==> src/rtl/mem_arbiter.sv <==
// Shared-memory arbiter between instruction fetch and data access ports.
// Data requests win over fetches; a wait counter aborts a bus cycle that never sees bus_ack.
module mem_arbiter #(
    parameter int unsigned TIMEOUT = 255
) (
    input  logic        clk,
    input  logic        rst,
    input  logic        if_req,
    input  logic [31:0] if_addr,
    input  logic [1:0]  d_rw,
    input  logic [31:0] d_addr,
    input  logic [31:0] d_wdata,
    input  logic [31:0] bus_rdata,
    input  logic        bus_ack,
    output logic        bus_req,
    output logic        bus_we,
    output logic [31:0] bus_addr,
    output logic [31:0] bus_wdata,
    output logic [31:0] if_rdata,
    output logic [31:0] d_rdata,
    output logic        if_done,
    output logic        d_done,
    output logic        stall,
    output logic        bus_err
);

    localparam int unsigned AW = 32;
    localparam int unsigned DW = 32;
    localparam int unsigned CW = 8;

    typedef enum logic [1:0] {
        IDLE  = 2'd0,
        DATA  = 2'd1,
        FETCH = 2'd2
    } state_t;

    state_t        state_q, state_d;
    logic [CW-1:0] cnt_q, cnt_d;

    logic          bus_req_d;
    logic          bus_we_d;
    logic [AW-1:0] bus_addr_d;
    logic [DW-1:0] bus_wdata_d;
    logic [DW-1:0] if_rdata_d;
    logic [DW-1:0] d_rdata_d;
    logic          if_done_d;
    logic          d_done_d;
    logic          bus_err_d;

    logic          d_valid;
    logic          d_pending;
    logic          if_pending;

    // A requester whose done is showing this cycle is about to advance, so it is no longer pending.
    assign d_valid    = (d_rw == 2'b01) || (d_rw == 2'b10);
    assign d_pending  = d_valid && !d_done;
    assign if_pending = if_req && !if_done;
    assign stall      = d_pending || if_pending;

    // Next-state and next registered output values.
    always_comb begin
        state_d     = state_q;
        cnt_d       = cnt_q;
        bus_req_d   = bus_req;
        bus_we_d    = bus_we;
        bus_addr_d  = bus_addr;
        bus_wdata_d = bus_wdata;
        if_rdata_d  = if_rdata;
        d_rdata_d   = d_rdata;
        if_done_d   = 1'b0;
        d_done_d    = 1'b0;
        bus_err_d   = bus_err;

        unique case (state_q)
            IDLE: begin
                if (d_pending) begin
                    state_d     = DATA;
                    cnt_d       = '0;
                    bus_req_d   = 1'b1;
                    bus_we_d    = d_rw[0];
                    bus_addr_d  = d_addr;
                    bus_wdata_d = d_wdata;
                end else if (if_pending) begin
                    state_d     = FETCH;
                    cnt_d       = '0;
                    bus_req_d   = 1'b1;
                    bus_we_d    = 1'b0;
                    bus_addr_d  = if_addr;
                    bus_wdata_d = '0;
                end
            end

            DATA, FETCH: begin
                if (bus_ack) begin
                    state_d   = IDLE;
                    bus_req_d = 1'b0;
                    if (state_q == DATA) begin
                        d_done_d = 1'b1;
                        if (!bus_we) begin
                            d_rdata_d = bus_rdata;
                        end
                    end else begin
                        if_done_d  = 1'b1;
                        if_rdata_d = bus_rdata;
                    end
                end else if (cnt_q == CW'(TIMEOUT - 1)) begin
                    // Abort: complete the requester with zero data and flag the error.
                    state_d   = IDLE;
                    bus_req_d = 1'b0;
                    bus_err_d = 1'b1;
                    if (state_q == DATA) begin
                        d_done_d  = 1'b1;
                        d_rdata_d = '0;
                    end else begin
                        if_done_d  = 1'b1;
                        if_rdata_d = '0;
                    end
                end else begin
                    cnt_d = cnt_q + CW'(1);
                end
            end

            default: begin
                state_d   = IDLE;
                bus_req_d = 1'b0;
            end
        endcase
    end

    // State and output registers; reset abandons any transaction in flight.
    always_ff @(posedge clk) begin
        if (rst) begin
            state_q   <= IDLE;
            cnt_q     <= '0;
            bus_req   <= 1'b0;
            bus_we    <= 1'b0;
            bus_addr  <= '0;
            bus_wdata <= '0;
            if_rdata  <= '0;
            d_rdata   <= '0;
            if_done   <= 1'b0;
            d_done    <= 1'b0;
            bus_err   <= 1'b0;
        end else begin
            state_q   <= state_d;
            cnt_q     <= cnt_d;
            bus_req   <= bus_req_d;
            bus_we    <= bus_we_d;
            bus_addr  <= bus_addr_d;
            bus_wdata <= bus_wdata_d;
            if_rdata  <= if_rdata_d;
            d_rdata   <= d_rdata_d;
            if_done   <= if_done_d;
            d_done    <= d_done_d;
            bus_err   <= bus_err_d;
        end
    end

endmodule

==> config.mk <==
export PLATFORM = sky130hd
export DESIGN_NAME = mem_arbiter
export DESIGN_NICKNAME = d
export VERILOG_FILES = /design/src/rtl/mem_arbiter.sv
export SDC_FILE = /design/constraint.sdc
export NUM_CORES = 1
export LEC_CHECK = 0
export CAP_MARGIN = 0
export CORE_MARGIN = 10
export CORE_UTILIZATION = 42
export DETAILED_ROUTE_END_ITERATION = 8
export HOLD_SLACK_MARGIN = 0.1
export PLACE_DENSITY = 0.9
export SYNTH_ARGS = -nofsm -noshare
export SYNTH_HDL_FRONTEND = slang
export SYNTH_SLANG_ARGS = --single-unit
export TNS_END_PERCENT = 5
==> constraint.sdc <==
create_clock -name clk -period 2.5 [get_ports clk]
set_input_delay 0.625 -clock clk [delete_from_list [all_inputs] [get_ports clk]]
set_output_delay 0.625 -clock clk [all_outputs]
set_load 0.1 [all_outputs]
==> summary.txt <==
===============================================================================================
Result of the run                                                                  finished clean
Detailed-route wire length                                                              21.9 mm
Leading post-synthesis cells by cell area                                          sky130_fd_sc_hd__dfxtp_1, sky130_fd_sc_hd__a21oi_1, sky130_fd_sc_hd__o21ai_0
Final core utilization                                                                    0.639
Via Count                                                                                  6341
Place WS                                                                              -0.266 ns
Setup repair after global routing missed its margin                                          no
Final-layout fill cell count                                                               1174
Clock latency at the later pin of the worst-skew pair                                   0.42 ns
Synth warn                                                                                    0
Share of flip-flops with an asynchronous set or reset after synthesis                         0
Number of endpoints failing setup at the final stage                                          0
Final worst path period need                                                            2.42 ns
Layout Nets                                                                                1065
Sequential cell area fraction in the yosys report                                         0.464
Endpoint kind of the worst setup timing path                                        output port
Number of global-route vias before repair                                                  6143
Half-perimeter wire length after placement                                              15.8 mm
Number of antenna diodes                                                                      0
LEAKAGE                                                                              0.00361 µW
Die Outline Area                                                                      19900 µm²
Setup Skew                                                                            0.0129 ns
Required time at the endpoint of the critical path                                      1.88 ns
CTS sink cnt                                                                                143
Highest Clock Rate                                                                    0.414 GHz
Tightest Hold Check Type                                                           register to register
Signed area change from the synthesized netlist to the final layout                       50.0%
Core Region                                                                           14500 µm²
Number of H-tree levels                                                                       4
Synth Register Bits                                                                         143
Commonest register cell after synthesis                                            sky130_fd_sc_hd__dfxtp_1
Antenna violations before repair                                                              0
Area share of the largest cell type after synthesis                                       0.464
Clock tree root buffer cell                                                        sky130_fd_sc_hd__clkbuf_16
CTS tree                                                                                  built
Cell area after synthesis                                                              6170 µm²
Ratio of routed vias to standard cells                                                     5.64
Row count                                                                                    44
Kind of critical path                                                              input port to output port
Cells after Synth                                                                           686
Count of pins on the block boundary                                                         268
Number of I/O port buffers                                                                  267
Portion of the clock cycle consumed by the worst path in the final layout                 0.966
Peak supply drop                                                                       0.543 mV
Maximum clock path buffer count                                                               2
Starting utilization of the core area                                                     0.426
Hold Vio Cnt, Final                                                                           0
Routability congestion estimate                                                           0.834
Max-Slew Margin vs Limit                                                                  0.207
Post-synth EDFFs                                                                              0
Number of DRC violations after detailed routing                                               0
Share of layout cells above drive strength 1                                              0.250
Startpoint Class                                                                     input port
Max Cap Viol                                                                                  0
Clock input transition at the sequential cells of the worst setup and hold paths        0.06 ns
TritonCTS Buffers                                                                            17
Crit Path Max Fanout                                                                          3
Worst setup margin                                                                    0.0842 ns
Antenna viol nets, final                                                                      0
CTS hold repair buffers                                                                       0
DR pass1 iterations                                                                           7
Die X-Extent                                                                             141 µm
Pins Over Slew Limit                                                                          0
Number of distinct standard cells referenced by the synthesized netlist                      44
Pin count of the biggest net entering global routing                                         65
Power density over the cells                                                         972 nW/µm²
DR iter-0 viols                                                                             326
Aggregate global-route resource usage                                                     0.206
Average wire per standard cell                                                          19.5 µm
Aggregate global routing overflow                                                             0
Post-synth net total                                                                        824
Arrival time at the worst endpoint                                                      1.79 ns
First-pass GRT wire length                                                              33.7 mm
Tightest Pin Transition                                                                 1.19 ns
Overall die height                                                                       141 µm
Setup TNS after final layout                                                               0 ns
Most area-hungry cell type in the Yosys netlist                                    sky130_fd_sc_hd__dfxtp_1
Syn Area/Cell                                                                          9.00 µm²
===============================================================================================
layout make-up:
cell class | count | area [µm²] | share of cell area
Multi-Input combinational cell | 463 | 2990 | 0.323
Sequential cell | 143 | 2860 | 0.309
Timing Repair Buffer | 291 | 2560 | 0.276
Clock buffer | 19 | 453 | 0.0489
Tap cell | 184 | 230 | 0.0249
Clock inverter | 13 | 128 | 0.0138
Inverter | 11 | 41.3 | 0.00446
report_power, final:
| part | switching, µW | internal (µW) | total (µW) |
|---|---|---|---|
| Combinational | 2890 | 951 | 3840 |
| Clock | 1040 | 1440 | 2480 |
| Sequential | 140 | 2540 | 2680 |
critical path, cell delays in order:
cell                              delay [ns]
sky130_fd_sc_hd__clkdlybuf4s50_1        0.47
sky130_fd_sc_hd__nor2b_2                0.21
sky130_fd_sc_hd__a21oi_4                0.07
sky130_fd_sc_hd__buf_4                  0.14
sky130_fd_sc_hd__inv_2                  0.09
sky130_fd_sc_hd__buf_12                 0.18
cell families after synthesis:
logic type,count (synthesis),share of synthesized area
flip-flops,143,0.464
buffers and inverters,80,0.0554
multiplexers,32,0.0519
adder cells (fa/ha/maj),4,0.00811
AND/OR/NAND/NOR,133,0.126
AO/OA/AOI/OAI,292,0.289
XOR/XNOR,2,0.00527
path summary, 6_finish.rpt:
check              startpoint     endpoint  slack, ns  cells past startpoint
setup / recovery       if_req        stall       0.08                      6
hold reg to reg   d_rdata[29]  d_rdata[29]       0.48                      2
setup reg to reg     cnt_q[0]  d_rdata[19]       0.27                      6
hold / removal    d_rdata[29]  d_rdata[29]       0.48                      2
sequential cells by signal, summed over array words and instances, names as in the netlist:
register,count
if_rdata,32
d_rdata,32
bus_we,1
bus_wdata,32
bus_addr,32
cnt_q,8
bus_req,1
if_done,1
d_done,1
state_q,2
bus_err,1
per-stage QoR:
| stage | std cells | total power [µW] | cell area, µm² | hold slack (ns) |
|---|---|---|---|---|
| floorplan | 686 | 5570 | 6170 | 0.479 |
| global placement | 1092 | 6530 | 8680 | 0.458 |
| detailed placement | 1092 | 6580 | 8680 | 0.467 |
| CTS | 1124 | 9070 | 9260 | 0.475 |
| global route | 1124 | 9360 | 9260 | 0.495 |
| finish | 1124 | 9000 | 9260 | 0.475 |
layer usage:
layer | vias up | track usage | part of all wire
li1 | 3011 | - | -
met1 | 3043 | 0.244 | 0.40
met2 | 268 | 0.339 | 0.49
met3 | 19 | 0.0799 | 0.10
met4 | 0 | 0.0582 | 0.014
met5 | - | 0 | 0
synth_stat cells, types with 3 or more instances:
master,count
sky130_fd_sc_hd__a211oi_1,5
sky130_fd_sc_hd__a211oi_2,30
sky130_fd_sc_hd__a21oi_1,134
sky130_fd_sc_hd__a32o_1,4
sky130_fd_sc_hd__and3_1,3
sky130_fd_sc_hd__buf_1,3
sky130_fd_sc_hd__buf_2,12
sky130_fd_sc_hd__buf_6,3
sky130_fd_sc_hd__clkbuf_1,50
sky130_fd_sc_hd__dfxtp_1,143
sky130_fd_sc_hd__ha_1,4
sky130_fd_sc_hd__inv_1,8
sky130_fd_sc_hd__inv_2,3
sky130_fd_sc_hd__mux2i_1,32
sky130_fd_sc_hd__nand2_1,37
sky130_fd_sc_hd__nand2b_1,3
sky130_fd_sc_hd__nand3_1,37
sky130_fd_sc_hd__nand4_1,3
sky130_fd_sc_hd__nand4b_1,32
sky130_fd_sc_hd__nor2_1,5
sky130_fd_sc_hd__nor3_1,3
sky130_fd_sc_hd__o21ai_0,93
sky130_fd_sc_hd__o21ai_1,8
sky130_fd_sc_hd__o31ai_1,3
what timing repair did:
action / 4_1_cts / 5_1_grt
pin swaps: 1 / 0
resized for setup: 2 / 1
endpoints found under the setup margin: 1 / 1
buffers inserted: 0 / 0
placed cells by master, fill, tap and decap left out, drive strengths merged, types with 3 or more instances in the layout:
cell type	instances
clkbuf	19
clkdlybuf4s50	129
clkinvlp	3
nand4	3
o21ai	101
nand3	37
nor3	4
nor2	7
nand4b	32
dfxtp	143
clkinv	3
nand2b	3
and3	3
o31ai	3
o211ai	3
buf	160
ha	4
a21oi	135
nand2	37
a211oi	35
inv	17
a32o	4
mux2i	32
Note: power is estimated with default switching activity, not from simulation.
==> RTL change, RTL diff (config.mk and constraints unchanged) <==
Make the reset (`rst`) asynchronous in one clocked block.
--- a/src/rtl/mem_arbiter.sv
+++ b/src/rtl/mem_arbiter.sv
@@ -128,7 +128,7 @@
     end
 
     // State and output registers; reset abandons any transaction in flight.
-    always_ff @(posedge clk) begin
+    always_ff @(posedge clk or posedge rst) begin
         if (rst) begin
             state_q   <= IDLE;
             cnt_q     <= '0;
Function: differs if rst is asserted again (counterexample within 4 cycles, from zero or initial values and one cycle with rst high); with rst held inactive, the same outputs for 4 cycles.
==> RTL change against the original RTL <==
Cell count fell by 19%. Sequential cell count unchanged. Synthesized area increased by 1.8%. Sequential share of layout area rose by 6.9 points. Register-to-register slack improved by 0.08 ns. Via count shrank 25%. Worst setup slack got worse by 0.016 ns. Routed wire length fell by 12%. Clock skew down 0.0067 ns. Design area rose by 2.3%.
Power is left out: the tool's default activity adds up to more than one toggle a clock period on the data nets, which glitch-free logic cannot reach.
==> RTL change: results (changes against the original RTL) <==
- Nets@finish: 849 (was 1065)
- Met2 wire len: 9.50 mm (was 10.6 mm)
- Pins over their slew limit: 0 (unchanged)
- Vias in the first global route: 5277 (was 6143)
- Placed Instances: 876 (was 1092)
- First-pass GRT wire length: 29.5 mm (was 33.7 mm)
- Synth top cells by count: dfrtp_1, mux2_2, a22o_1, and2_1, mux2_4 (was dfxtp_1, a21oi_1, o21ai_0)
- Max clock buf depth: 2 (unchanged)
- Initial antenna violation count: 0 (unchanged)
- Largest net degree at the start of global routing: 44 (was 65)
- DR pass1 iterations: 5 (was 7)
- Port buffer count: 267 (unchanged)
- Antenna diode count: 0 (unchanged)
- Outcome: completed (unchanged)
- Via Count: 4741 (was 6341)
- Most common cell in the netlist: dfrtp_1 (was dfxtp_1)
- Total track usage: 18.5% (was 20.6%)
- Worst-path clk slew: 0.06 ns (about the same)
- Synth cell types: 37 (was 44)
- Highest Signal Layer: met4 (unchanged)
- Synth warn: 0 (unchanged)
- Synthesized net count: 575 (was 824)
- H-tree depth: 4 (unchanged)
- Initial DRC Count: 204 (was 326)
- Worst Path Max Fanout: 4 (was 3)
- Max Cap Viol: 0 (unchanged)
- Final Skew: 0.00620 ns (was 0.0129 ns)
- Register area share after synthesis: 57.0% (was 46.4%)
- Clk root buf: clkbuf_16 (unchanged)
- DP HPWL: 14.9 mm (was 15.8 mm)
- Routed met1 length: 7.58 mm (was 8.77 mm)
- GPL Wtd Cong: 0.795 (was 0.834)
- Ys async rst share: 100% (was 0%)
- Met3 Wirelength: 2.07 mm (was 2.21 mm)
- Total wire length: 19.4 mm (was 21.9 mm)
- Inserted Clock Buffers: 17 (unchanged)
- Mean post-synth cell area: 14.4 µm² (was 9.00 µm²)
- Synth top area cells: dfrtp_1, mux2_2, a22o_1, mux2_4, and2_1 (was dfxtp_1, a21oi_1, o21ai_0, a211oi_2, mux2i_1)
- Relative max-transition margin: 51.3% (was 20.7%)
- Final cell count without fillers: 908 (was 1124)
- Proportion of layout cells with a drive suffix above 1: 43.4% (was 25.0%)
- Latest clock arrival within the worst-skew pair: 0.42 ns (about the same)
- Worst min path class: flip-flop to flip-flop (unchanged)
[RTL change: final cells by class]
type / instances / area, µm²
Clock buffer: 19 / 443
Clock inverter: 13 / 153
Fill cell: 1029 / 5120
Inverter: 9 / 37.5
Multi-Input combinational cell: 258 / 2470
Sequential cell: 143 / 3580
Tap cell: 184 / 230
Timing Repair Buffer: 282 / 2560
[RTL change: worst paths after layout]
path,start,endpoint,slack [ns],cells past startpoint
max in group asynchronous,rst,bus_addr[14]$_DFFE_PP0P_,1.28,3
worst min register to register,bus_err$_DFFE_PP0P_,bus_err$_DFFE_PP0P_,0.49,1
min in group asynchronous,rst,bus_wdata[14]$_DFFE_PP0P_,0.61,2
worst min-delay path,bus_err$_DFFE_PP0P_,bus_err$_DFFE_PP0P_,0.49,1
worst max register to register,state_q[1]$_DFFE_PP0P_,cnt_q[1]$_DFFE_PP0P_,0.35,6
worst max-delay path,d_rw[0],stall,0.07,5
[RTL change: kinds of logic after synthesis]
group / count (synthesis) / share of synthesized area (%)
compound gates: 56 / 7.47
xor+xnor: 1 / 0.259
flops: 143 / 57.0
mux: 129 / 24.2
simple gates: 68 / 6.37
buf+inv: 36 / 3.92
fa+ha+maj: 4 / 0.797
[RTL change: metrics by stage]
stage	util, %	instance area (µm²)	setup slack [ns]
after floorplan	-	6280	-0.265
after global placement	60.8	8870	0.00352
after detailed placement	60.8	8870	-0.0242
after CTS	64.9	9460	0.00536
after global routing	64.9	9470	0.0260
final	64.9	9470	0.0678
[RTL change: timing repair]
action / in CTS / in global routing
buffers inserted: 0 / 0
gates resized for setup: 0 / 1
setup endpoints to repair: 0 / 1
[RTL change: metal layers]
metal,vias up,global-route usage [%]
met5,-,0
met4,0,5.01
met3,25,8.24
met2,238,30.8
met1,2354,21.1
li1,2124,-
[RTL change: critical path, stage by stage]
cell	delay [ns]
clkdlybuf4s50_1	0.46
xnor2_2	0.16
buf_4	0.16
o21ai_4	0.18
buf_12	0.20
